$ cat config.mk
export PLATFORM = sky130hd
export DESIGN_NAME = cmd_q
export DESIGN_NICKNAME = d
export VERILOG_FILES = /design/src/rtl/cmd_q.sv
export SDC_FILE = /design/constraint.sdc
export NUM_CORES = 1
export LEC_CHECK = 0
export ABC_AREA = 1
export BUFFER_PORTS_ARGS = -buffer_cell sky130_fd_sc_hd__buf_2
export CORE_UTILIZATION = 35
export DETAILED_ROUTE_END_ITERATION = 8
export HOLD_SLACK_MARGIN = 0.05
export PLACE_DENSITY = 0.6
export SYNTH_ARGS = -nofsm -noshare
export SYNTH_HDL_FRONTEND = slang
export SYNTH_HIERARCHICAL = 1
export SYNTH_SLANG_ARGS = --single-unit
$ cat constraint.sdc
create_clock -name clk -period 1.95 [get_ports clk]
set_clock_uncertainty 0.1 [all_clocks]
set_input_delay 0.0975 -clock clk [delete_from_list [all_inputs] [get_ports clk]]
set_output_delay 0.0975 -clock clk [all_outputs]
set_load 0.02 [all_outputs]
$ cat src/rtl/cmd_q.sv
// Per-source command queue: steers pushed commands into one of two bus FIFOs
// and presents each FIFO head to the 2-bus arbiter, popping on cmd_tkn.
`ifndef CMD_SIZE
`define CMD_SIZE 16
`endif
`ifndef CMD_VALID
`define CMD_VALID 15
`endif

module cmd_q_fifo #(
  parameter int W     = 16,
  parameter int V     = 15,
  parameter int DEPTH = 4
) (
  input  logic                       clk,
  input  logic                       rst,
  input  logic                       push_i,
  input  logic [W-1:0]               data_i,
  input  logic                       pop_i,
  output logic                       full_o,
  output logic                       under_o,
  output logic [W-1:0]               head_o,
  output logic [$clog2(DEPTH):0]     cnt_o
);
  localparam int PW = $clog2(DEPTH);
  localparam int CW = PW + 1;
  localparam logic [CW-1:0] FULL = CW'(DEPTH);

  logic [W-1:0]  mem_q [DEPTH];
  logic [PW-1:0] wr_ptr_q, wr_ptr_d;
  logic [PW-1:0] rd_ptr_q, rd_ptr_d;
  logic [CW-1:0] cnt_q, cnt_d;
  logic          empty;
  logic          pop_ok;

  assign empty   = (cnt_q == '0);
  assign full_o  = (cnt_q == FULL);
  assign pop_ok  = pop_i & ~empty;
  assign under_o = pop_i & empty;
  assign cnt_o   = cnt_q;

  always_comb begin
    head_o    = mem_q[rd_ptr_q];
    head_o[V] = ~empty;
  end

  always_comb begin
    wr_ptr_d = wr_ptr_q;
    rd_ptr_d = rd_ptr_q;
    cnt_d    = cnt_q;
    if (push_i) wr_ptr_d = wr_ptr_q + 1'b1;
    if (pop_ok) rd_ptr_d = rd_ptr_q + 1'b1;
    unique case ({push_i, pop_ok})
      2'b10:   cnt_d = cnt_q + 1'b1;
      2'b01:   cnt_d = cnt_q - 1'b1;
      default: cnt_d = cnt_q;
    endcase
  end

  always_ff @(posedge clk) begin
    if (rst) begin
      wr_ptr_q <= '0;
      rd_ptr_q <= '0;
      cnt_q    <= '0;
    end else begin
      wr_ptr_q <= wr_ptr_d;
      rd_ptr_q <= rd_ptr_d;
      cnt_q    <= cnt_d;
    end
  end

  // Storage is deliberately left out of reset.
  always_ff @(posedge clk) begin
    if (push_i) mem_q[wr_ptr_q] <= data_i;
  end
endmodule

module cmd_q #(
  parameter int DEPTH     = 4,
  parameter int STEER_BIT = 0
) (
  input  logic                     clk,
  input  logic                     rst,
  input  logic [`CMD_SIZE-1:0]     push_cmd,
  output logic                     push_rdy,
  output logic [`CMD_SIZE-1:0]     cmd_out_0,
  output logic [`CMD_SIZE-1:0]     cmd_out_1,
  input  logic [1:0]               cmd_tkn,
  output logic [$clog2(DEPTH):0]   cnt_0,
  output logic [$clog2(DEPTH):0]   cnt_1,
  output logic                     err
);
  localparam int W = `CMD_SIZE;
  localparam int V = `CMD_VALID;

  logic         steer;
  logic         push;
  logic         full_0, full_1;
  logic         under_0, under_1;
  logic [W-1:0] wdata;
  logic         err_q, err_d;

  assign steer    = push_cmd[STEER_BIT];
  assign push_rdy = steer ? ~full_1 : ~full_0;
  assign push     = push_cmd[V] & push_rdy & ~rst;

  always_comb begin
    wdata    = push_cmd;
    wdata[V] = 1'b1;
  end

  cmd_q_fifo #(.W(W), .V(V), .DEPTH(DEPTH)) u_fifo_0 (
    .clk     (clk),
    .rst     (rst),
    .push_i  (push & ~steer),
    .data_i  (wdata),
    .pop_i   (cmd_tkn[0]),
    .full_o  (full_0),
    .under_o (under_0),
    .head_o  (cmd_out_0),
    .cnt_o   (cnt_0)
  );

  cmd_q_fifo #(.W(W), .V(V), .DEPTH(DEPTH)) u_fifo_1 (
    .clk     (clk),
    .rst     (rst),
    .push_i  (push & steer),
    .data_i  (wdata),
    .pop_i   (cmd_tkn[1]),
    .full_o  (full_1),
    .under_o (under_1),
    .head_o  (cmd_out_1),
    .cnt_o   (cnt_1)
  );

  assign err_d = err_q | under_0 | under_1;
  assign err   = err_q;

  always_ff @(posedge clk) begin
    if (rst) err_q <= 1'b0;
    else     err_q <= err_d;
  end
endmodule

==> results.toml, run 1 <==
[timing]
fmaxAchievable_mhz = 510.7
worst_pin_slew_ns = 0.3958
period_share = 1.004
whs_ns = 0.1279
fin_setup_tns_ns = -0.008266
drv_slew = 0
hold_viol = 0
slew_headroom = 0.7357
rsz0062_at_grt = "true"
min_period_ns = 1.958
setup_violations = 1
fin_ws_ns = -0.008266

[layout]
postLayoutCellArea_mm2 = 0.007317
antennaDiodeCount = 0
area_growth_pct = 27.19
fin_cells = 778
n_fill_cell = 1426
drive_gt1_frac = 0.3612
finalNetCount = 582
postLayoutCoreUtil = 0.4590

[synthesis]
syn-cell-area_mm2 = 0.005753
synthCells = 438
syn-num-nets = 470
ys.warnings.count = 6
syn_avg_cell_area_um2 = 13.13

[placed_design]
finalWeightedCongestion = 0.7600
dpl.hpwl_um = 7645
post-place-ws_ns = -0.004692
portBuffers = 59
dp.cells = 721
dpl_cell_area_mm2 = 0.006424

[hold_path]
hp-class = "input port to register"
min_path_cells = 6

[detailed_routing]
first_pass_iters = 4
drtIter0Drc = 250
ant_nets = 0
drc = 0
viasPerCell = 4.720
wl_per_cell_um = 15.28
dr_total_vias = 3672
finalWirelength_um = 11890

[pwr]
p_per_area_mw_per_mm2 = 1239
p_leak_nw = 2.765
finalPower_mw = 9.068
peakVddDrop_mv = 0.6542

[setup_path]
rr_worst_depth = 13
critical_path_arrival_ns = 2.21
cp_data_required_time_ns = 2.20
crit_path_max_fanout = 2
start_kind = "register"
end_kind = "register"
crit_type = "register to register"

[die]
fp-row-count = 46
io_pins = 60
start_util = 0.3609
die_y_um = 130.2
core-area_mm2 = 0.01594
dieArea_mm2 = 0.01695
chipWidth_um = 130.2

[global_routing]
antenna_found_initial = 0
globalRouteTotalUtil = 0.1495
grt_max_degree = 21
grt_overflow = 0
grt_pass1_vias = 3617
grt_pass1_wl_um = 18500

[flow_run]
maxCapViolations = 0

[outcome]
violations = "setup timing"
outcome = "finished, violations left"

[clock_tree]
htree_levels = 4
numCtsBuffers = 17
cts_tree = "yes"
clkLatencyLatePin_ns = 0.41
clkTransAtPathRegs_ns = 0.06
cts.sinks = 139
clockRootBuffer = "clkbuf_16"
clockBufferDepth = 2
[worst paths after layout]
path	startpoint	endpoint	slack [ns]
max	u_fifo_1/cnt_o[1]$_SDFFE_PP0P_	u_fifo_1/cnt_o[2]$_SDFFE_PP0P_	-0.008
min	push_cmd[15]	u_fifo_0/wr_ptr_q[0]$_SDFFE_PP0P_	0.13
max reg2reg	u_fifo_1/cnt_o[1]$_SDFFE_PP0P_	u_fifo_1/cnt_o[2]$_SDFFE_PP0P_	-0.008
min reg2reg	u_fifo_0/rd_ptr_q[1]$_SDFFE_PP0P_	register	0.40
[layout make-up]
class,count,area [um^2],area share
repair buffers,109,783.3,0.1070
multi-input cells,240,1509,0.2062
clock inverters,13,166.4,0.02274
well taps,216,270.3,0.03694
flip-flops and latches,139,3993,0.5457
clock buffers,18,429.2,0.05865
inverters,43,166.4,0.02274
[placed cells by master, fill, tap and decap left out, drive strengths merged]
cell / n
edfxtp: 120
buf: 90
nor2: 77
o21ai: 68
inv: 46
nand2: 33
o22ai: 30
dlygate4sd3: 19
dfxtp: 19
clkbuf: 18
a21oi: 11
ha: 10
nand3: 6
clkinvlp: 4
bufinv: 3
clkinv: 3
nor3: 2
fa: 2
or2: 1
[report_power, final]
| group | internal, mW | leakage [nW] | switching (mW) |
|---|---|---|---|
| sequential | 3.37 | 1.24 | 0.0988 |
| clock | 2.01 | 0.278 | 1.21 |
| combinational | 0.860 | 1.24 | 1.52 |
| total | 6.24 | 2.77 | 2.83 |
[what timing repair did]
action                                  in CTS  in global routing
gates resized for setup                      4                 17
setup buffers                                2                  5
endpoints found under the setup margin       2                 11
hold endpoints to repair                   131                  0
hold buffers                                19                  0
pin swaps                                    5                  9
[worst max-delay path: stages, from the launching register on]
cell and delay [ns]:
dfxtp_2 0.33, nor3_2 0.22, inv_1 0.07, nand2_1 0.08, nor2_1 0.06, inv_1 0.07, ha_2 0.19, inv_2 0.05
fa_2 0.36, nand2_1 0.10, nand3_2 0.08, nand2_1 0.06, nand2_1 0.04, nor2_1 0.07
[registers in the layout (all words and copies together), names as in the netlist, named ones only]
register and count:
err 1, u_fifo_0/cnt_o 3, u_fifo_0/mem_q 60, u_fifo_0/rd_ptr_q 2, u_fifo_0/wr_ptr_q 2, u_fifo_1/cnt_o 3
u_fifo_1/mem_q 60, u_fifo_1/rd_ptr_q 2, u_fifo_1/wr_ptr_q 2
[per-layer routing]
layer | vias up | GRT usage | wire (um)
met5 | - | 0 | 0
met4 | 0 | 0.05746 | 130
met3 | 11 | 0.03731 | 501
met2 | 74 | 0.2628 | 6285
met1 | 1821 | 0.1753 | 4971
li1 | 1766 | - | -
Power figures use the tool's default switching activity.
==> run 2: changes to the inputs <==
--- a/config.mk
+++ b/config.mk
@@ -11,6 +11,7 @@
 export DETAILED_ROUTE_END_ITERATION = 8
 export HOLD_SLACK_MARGIN = 0.05
 export PLACE_DENSITY = 0.6
+export SETUP_SLACK_MARGIN = 0.02
 export SYNTH_ARGS = -nofsm -noshare
 export SYNTH_HDL_FRONTEND = slang
 export SYNTH_HIERARCHICAL = 1
==> results.toml, run 2 (synthesized netlist as in run 1, its figures left out) <==
[outcome]
outcome = "finished clean"

[pwr]
p_leak_nw = 2.768
p_per_area_mw_per_mm2 = 1251
combinationalPowerShare = 0.257
peakVddDrop_mv = 0.7695
p_int_mw = 6.373
power_frac_seq = 0.377
p_sw_mw = 2.823
switching_share = 0.3070
finalPower_mw = 9.196
p_clk_frac = 0.366

[layout]
finalNetCount = 579
drive_gt1_frac = 0.3614
layout_commonest_cell = "edfxtp_1"
antennaDiodeCount = 0
area_growth_pct = 27.73
multi_input_area_mm2 = 0.001524
top_regs = "u_fifo_0/mem_q (60), u_fifo_1/mem_q (60)"
regArea_mm2 = 0.003995
postLayoutCellArea_mm2 = 0.007348
n_fill_cell = 1412
fin_cells = 775
final_cell_mix = "edfxtp_1 (120), nor2_1 (71), buf_2 (59)"

[setup_path]
cp_data_required_time_ns = 2.19
path_buf_inv = 4
path_cells = "inv_4 > nor3_4 > inv_1 > nand2_2 > nor2_4 > inv_2 > ha_4 > inv_4 > fa_2 > nand2_2 > nand3_2 > nand2_1 > nand2_1 > nor2_1"
cpPeakStageDelay_ns = 0.37
crit_type = "register to register"
cpMaxStageDelayCell = "fa_2"
crit_family = "simple AND/OR/NAND/NOR gates"
start_kind = "register"
end_kind = "register"
regToRegStartpoint = "u_fifo_1/cnt_o[2]$_SDFFE_PP0P_"
critical_path_arrival_ns = 2.16
crit_path_max_fanout = 4
startpoint = "u_fifo_1/cnt_o[2]$_SDFFE_PP0P_"

[detailed_routing]
viasPerCell = 4.737
wl_per_cell_um = 15.34
first_pass_iters = 6
ant_nets = 0
dr_total_vias = 3671
finalWirelength_um = 11890
drtIter0Drc = 188
drc = 0

[global_routing]
grt_pass1_vias = 3683
grt_max_degree = 31
globalRouteTotalUtil = 0.1501
grt_pass1_wl_um = 18530
antenna_found_initial = 0
grt_overflow = 0

[timing]
hold_viol = 0
rsz0062_at_grt = "true"
fmaxAchievable_mhz = 522.5
slew_headroom = 0.7357
min_period_ns = 1.914
whs_ns = 0.1555
worst_pin_slew_ns = 0.3959
setup_violations = 0
fin_ws_ns = 0.03608
drv_slew = 0
period_share = 0.9815

[clock_tree]
cts_tree = "yes"
cts.sinks = 139
clockBufferDepth = 2
clkTransAtPathRegs_ns = 0.06
clockRootBuffer = "clkbuf_16"
clkLatencyLatePin_ns = 0.41
htree_levels = 4
numCtsBuffers = 17

[hold_path]
min_from = "push_cmd[15]"
hp-class = "input port to register"

[placed_design]
finalWeightedCongestion = 0.7297
dp.cells = 720
dpl.hpwl_um = 7485
post-place-ws_ns = -0.03762
dpl_cell_area_mm2 = 0.006431
portBuffers = 59

[die]
core-area_mm2 = 0.01594
fp-row-count = 46
die_y_um = 130.2
chipWidth_um = 130.2
start_util = 0.3609
dieArea_mm2 = 0.01695
io_pins = 60

[flow_run]
maxCapViolations = 0
[run 2: cell types whose count changed in the layout (fill, tap and decap cells not counted), moves of 2 or more]
cell / before / now
nor3_2: 2 / 0
nand2_2: 3 / 5
buf_4: 27 / 22
nand2_1: 28 / 26
[run 2: stage by stage]
| step | util | TNS, ns |
|---|---|---|
| floorplan | - | -0.008537 |
| global placement | 0.4034 | 0 |
| detailed placement | 0.4034 | -0.03762 |
| CTS | 0.4548 | 0 |
| global route | 0.4609 | -0.1027 |
| finish | 0.4609 | 0 |
[run 2: worst register-to-register path: cells and delay by family (launching register included)]
family	cells	cell delay [ns]
adder cells (fa/ha/maj)	2	0.51
AND/OR/NAND/NOR	8	0.66
flip-flops	1	0.35
buffers and inverters	4	0.23
[run 2: metal layers]
layer	track usage	part of all wire
met1	0.1759	0.44
met2	0.2559	0.49
met5	0	0
met4	0.05130	0.0087
met3	0.05166	0.057
[run 2: layout make-up]
cell class	count	area share
clock inverter	14	0.02639
multi-input combinational	240	0.2074
timing repair buffer	106	0.1049
tap	216	0.03678
inverter	43	0.02299
sequential	139	0.5437
clock buffer	17	0.05789
[run 2: power by group through the flow]
stage	Combinational [mW]	Clock (mW)	Sequential, mW
3_5_place_dp	2.23	0	3.52
2_1_floorplan	1.52	0	3.58
3_3_place_gp	2.19	0	3.50
4_1_cts	2.28	3.42	3.46
5_1_grt	2.61	3.54	3.48
6_report	2.36	3.36	3.47
[run 2: timing repair]
item / in CTS / in global routing
pin swaps: 1 / 10
gates resized for setup: 3 / 21
cloned: 0 / 0
endpoints found under the hold margin: 131 / 0
setup buffers: 0 / 5
setup endpoints to repair: 2 / 9
hold buffers: 19 / 0
[run 2: final timing paths]
kind | end | slack (ns) | depth (start not counted)
max reg2reg | u_fifo_1/cnt_o[2]$_SDFFE_PP0P_ | 0.04 | 14
min | u_fifo_1/wr_ptr_q[1]$_SDFFE_PP0P_ | 0.16 | 6
max | u_fifo_1/cnt_o[2]$_SDFFE_PP0P_ | 0.04 | 14
min reg2reg | register | 0.39 | 2
==> run 3: changes to the inputs <==
--- a/config.mk
+++ b/config.mk
@@ -9,6 +9,7 @@
 export BUFFER_PORTS_ARGS = -buffer_cell sky130_fd_sc_hd__buf_2
 export CORE_UTILIZATION = 35
 export DETAILED_ROUTE_END_ITERATION = 8
+export GPL_TIMING_DRIVEN = 0
 export HOLD_SLACK_MARGIN = 0.05
 export PLACE_DENSITY = 0.6
 export SETUP_SLACK_MARGIN = 0.02
==> results.toml, run 3 (synthesized netlist as in run 1, its figures left out) <==
[timing]
slew_headroom = 0.7187
setup_violations = 1
rsz0062_at_grt = "true"
worst_pin_slew_ns = 0.4210
whs_ns = 0.1922
hold_viol = 0
period_share = 1.007
fin_setup_tns_ns = -0.01404
drv_slew = 0
min_period_ns = 1.964
fin_ws_ns = -0.01404
fmaxAchievable_mhz = 509.2

[placed_design]
dpl_cell_area_mm2 = 0.006329
finalWeightedCongestion = 0.6897
dp.cells = 713
portBuffers = 59
post-place-ws_ns = -0.1708
dpl.hpwl_um = 7910

[die]
core-area_mm2 = 0.01594
dieArea_mm2 = 0.01695
die_y_um = 130.2
start_util = 0.3609
io_pins = 60
chipWidth_um = 130.2
fp-row-count = 46

[detailed_routing]
first_pass_iters = 5
ant_nets = 0
wl_per_cell_um = 16.26
top_layer = "met4"
wl_met2_um = 6264
drtIter0Drc = 174
viasPerCell = 4.642
wl_met1_um = 5448
dr_total_vias = 3565
wl_met3_um = 642
finalWirelength_um = 12490
drc = 0

[global_routing]
grt_pass1_wl_um = 18910
globalRouteTotalUtil = 0.1566
grt_pass1_vias = 3682
antenna_found_initial = 0
grt_max_degree = 17
grt_overflow = 0

[setup_path]
crit_type = "register to register"
cpMaxStageDelayCell = "fa_2"
end_kind = "register"
r2r_slack_ns = -0.01
rr_worst_depth = 13
path_cells = "nor3_2 > inv_1 > nand2_2 > nor2_4 > inv_2 > ha_4 > inv_2 > fa_2 > nand2_2 > nand3_2 > nand2_1 > nand2_1 > nor2_1"
cp_data_required_time_ns = 2.19
crit_path_max_fanout = 5
critical_path_arrival_ns = 2.21
path_buf_inv = 3
crit_family = "simple AND/OR/NAND/NOR gates"
cpPeakStageDelay_ns = 0.37
regToRegEndpoint = "u_fifo_1/cnt_o[2]$_SDFFE_PP0P_"
start_kind = "register"
regToRegStartpoint = "u_fifo_1/cnt_o[1]$_SDFFE_PP0P_"

[pwr]
p_per_area_mw_per_mm2 = 1276
p_leak_nw = 2.648
peakVddDrop_mv = 0.7619

[layout]
layout_commonest_cell = "edfxtp_1"
antennaDiodeCount = 0
drive_gt1_frac = 0.3623
fin_cells = 768
area_growth_pct = 26.77
final_cell_mix = "edfxtp_1 (120), nor2_1 (71), buf_2 (61)"
top_regs = "u_fifo_0/mem_q (60), u_fifo_1/mem_q (60)"
finalNetCount = 571
postLayoutCellArea_mm2 = 0.007293

[hold_path]
min_path_cells = 6
whs_endpoint = "u_fifo_1/wr_ptr_q[0]$_SDFFE_PP0P_"
hp-class = "input port to register"
min_from = "push_cmd[15]"

[clock_tree]
cts.sinks = 139
htree_levels = 4
clockRootBuffer = "clkbuf_16"
cts_tree = "yes"
clockBufferDepth = 2
clkLatencyLatePin_ns = 0.41
numCtsBuffers = 17
clkTransAtPathRegs_ns = 0.06

[flow_run]
maxCapViolations = 0

[outcome]
violations = "setup timing"
outcome = "finished, violations left"
run 3: cell count changes in the layout (fill, tap and decap cells not counted), moves of 2 or more:
cell        delta
clkinvlp_4     +6
buf_6          +8
inv_6          -2
inv_1          -7
dfxtp_2        -3
clkbuf_1       +2
buf_12         -6
buf_2          +2
nor3_2         +2
buf_4         -12
clkinv_1       +3
dfxtp_4        +2
inv_4          -2
run 3: worst max path at each step:
stage	startpoint	endpoint	slack, ns	cells past startpoint
after global routing	u_fifo_1/cnt_o[1]$_SDFFE_PP0P_	u_fifo_1/cnt_o[2]$_SDFFE_PP0P_	-0.12	14
after detailed placement	u_fifo_0/cnt_o[2]$_SDFFE_PP0P_	u_fifo_0/cnt_o[1]$_SDFFE_PP0P_	-0.17	9
final	u_fifo_1/cnt_o[1]$_SDFFE_PP0P_	u_fifo_1/cnt_o[2]$_SDFFE_PP0P_	-0.01	13
after CTS	u_fifo_1/cnt_o[1]$_SDFFE_PP0P_	u_fifo_1/cnt_o[2]$_SDFFE_PP0P_	0.004	13
after global placement	u_fifo_0/cnt_o[2]$_SDFFE_PP0P_	u_fifo_0/cnt_o[1]$_SDFFE_PP0P_	-0.1	9
after floorplan	u_fifo_1/cnt_o[2]$_SDFFE_PP0P_	u_fifo_1/cnt_o[2]$_SDFFE_PP0P_	-0.005	15
run 3: cell type report:
| cell class | count | area (um^2) |
|---|---|---|
| fillers | 1439 | 8650 |
| flip-flops and latches | 139 | 3999 |
| multi-input cells | 240 | 1539 |
| repair buffers | 82 | 515.5 |
| clock buffers | 19 | 432.9 |
| well taps | 216 | 270.3 |
| clock inverters | 13 | 197.7 |
| inverters | 43 | 193.9 |
| plain buffers | 16 | 145.1 |
run 3: power breakdown:
| group | total (mW) | leakage [nW] | internal (mW) | switching, mW |
|---|---|---|---|---|
| logic | 2.39 | 1.11 | 0.846 | 1.55 |
| registers | 3.50 | 1.24 | 3.38 | 0.119 |
| clock network | 3.41 | 0.298 | 2.25 | 1.16 |
run 3: stage by stage:
step                  util  power (mW)
floorplan                -       5.098
global route        0.4575       9.716
detailed placement  0.3970       5.810
global placement    0.3970       5.743
finish              0.4575       9.303
CTS                 0.4534       9.324
run 3: repair_timing:
action                                  CTS  global route
hold buffers                             19             0
pin swaps                                 3             4
buffers inserted                          2             2
hold endpoints to repair                132             0
resized for setup                        19            14
endpoints found under the setup margin  124            64
run 3: metal layers:
| metal | vias up | global-route usage |
|---|---|---|
| li1 | 1755 | - |
| met1 | 1722 | 0.1795 |
| met2 | 76 | 0.2732 |
| met3 | 12 | 0.05494 |
| met4 | 0 | 0.04856 |
| met5 | - | 0 |
run 3: tightest hold or removal path: cells and delay by family:
family | cells | cell delay (ns)
buffers and inverters | 3 | 0.28
AOI/OAI and AO/OA | 1 | 0.05
and+or+nand+nor | 2 | 0.23
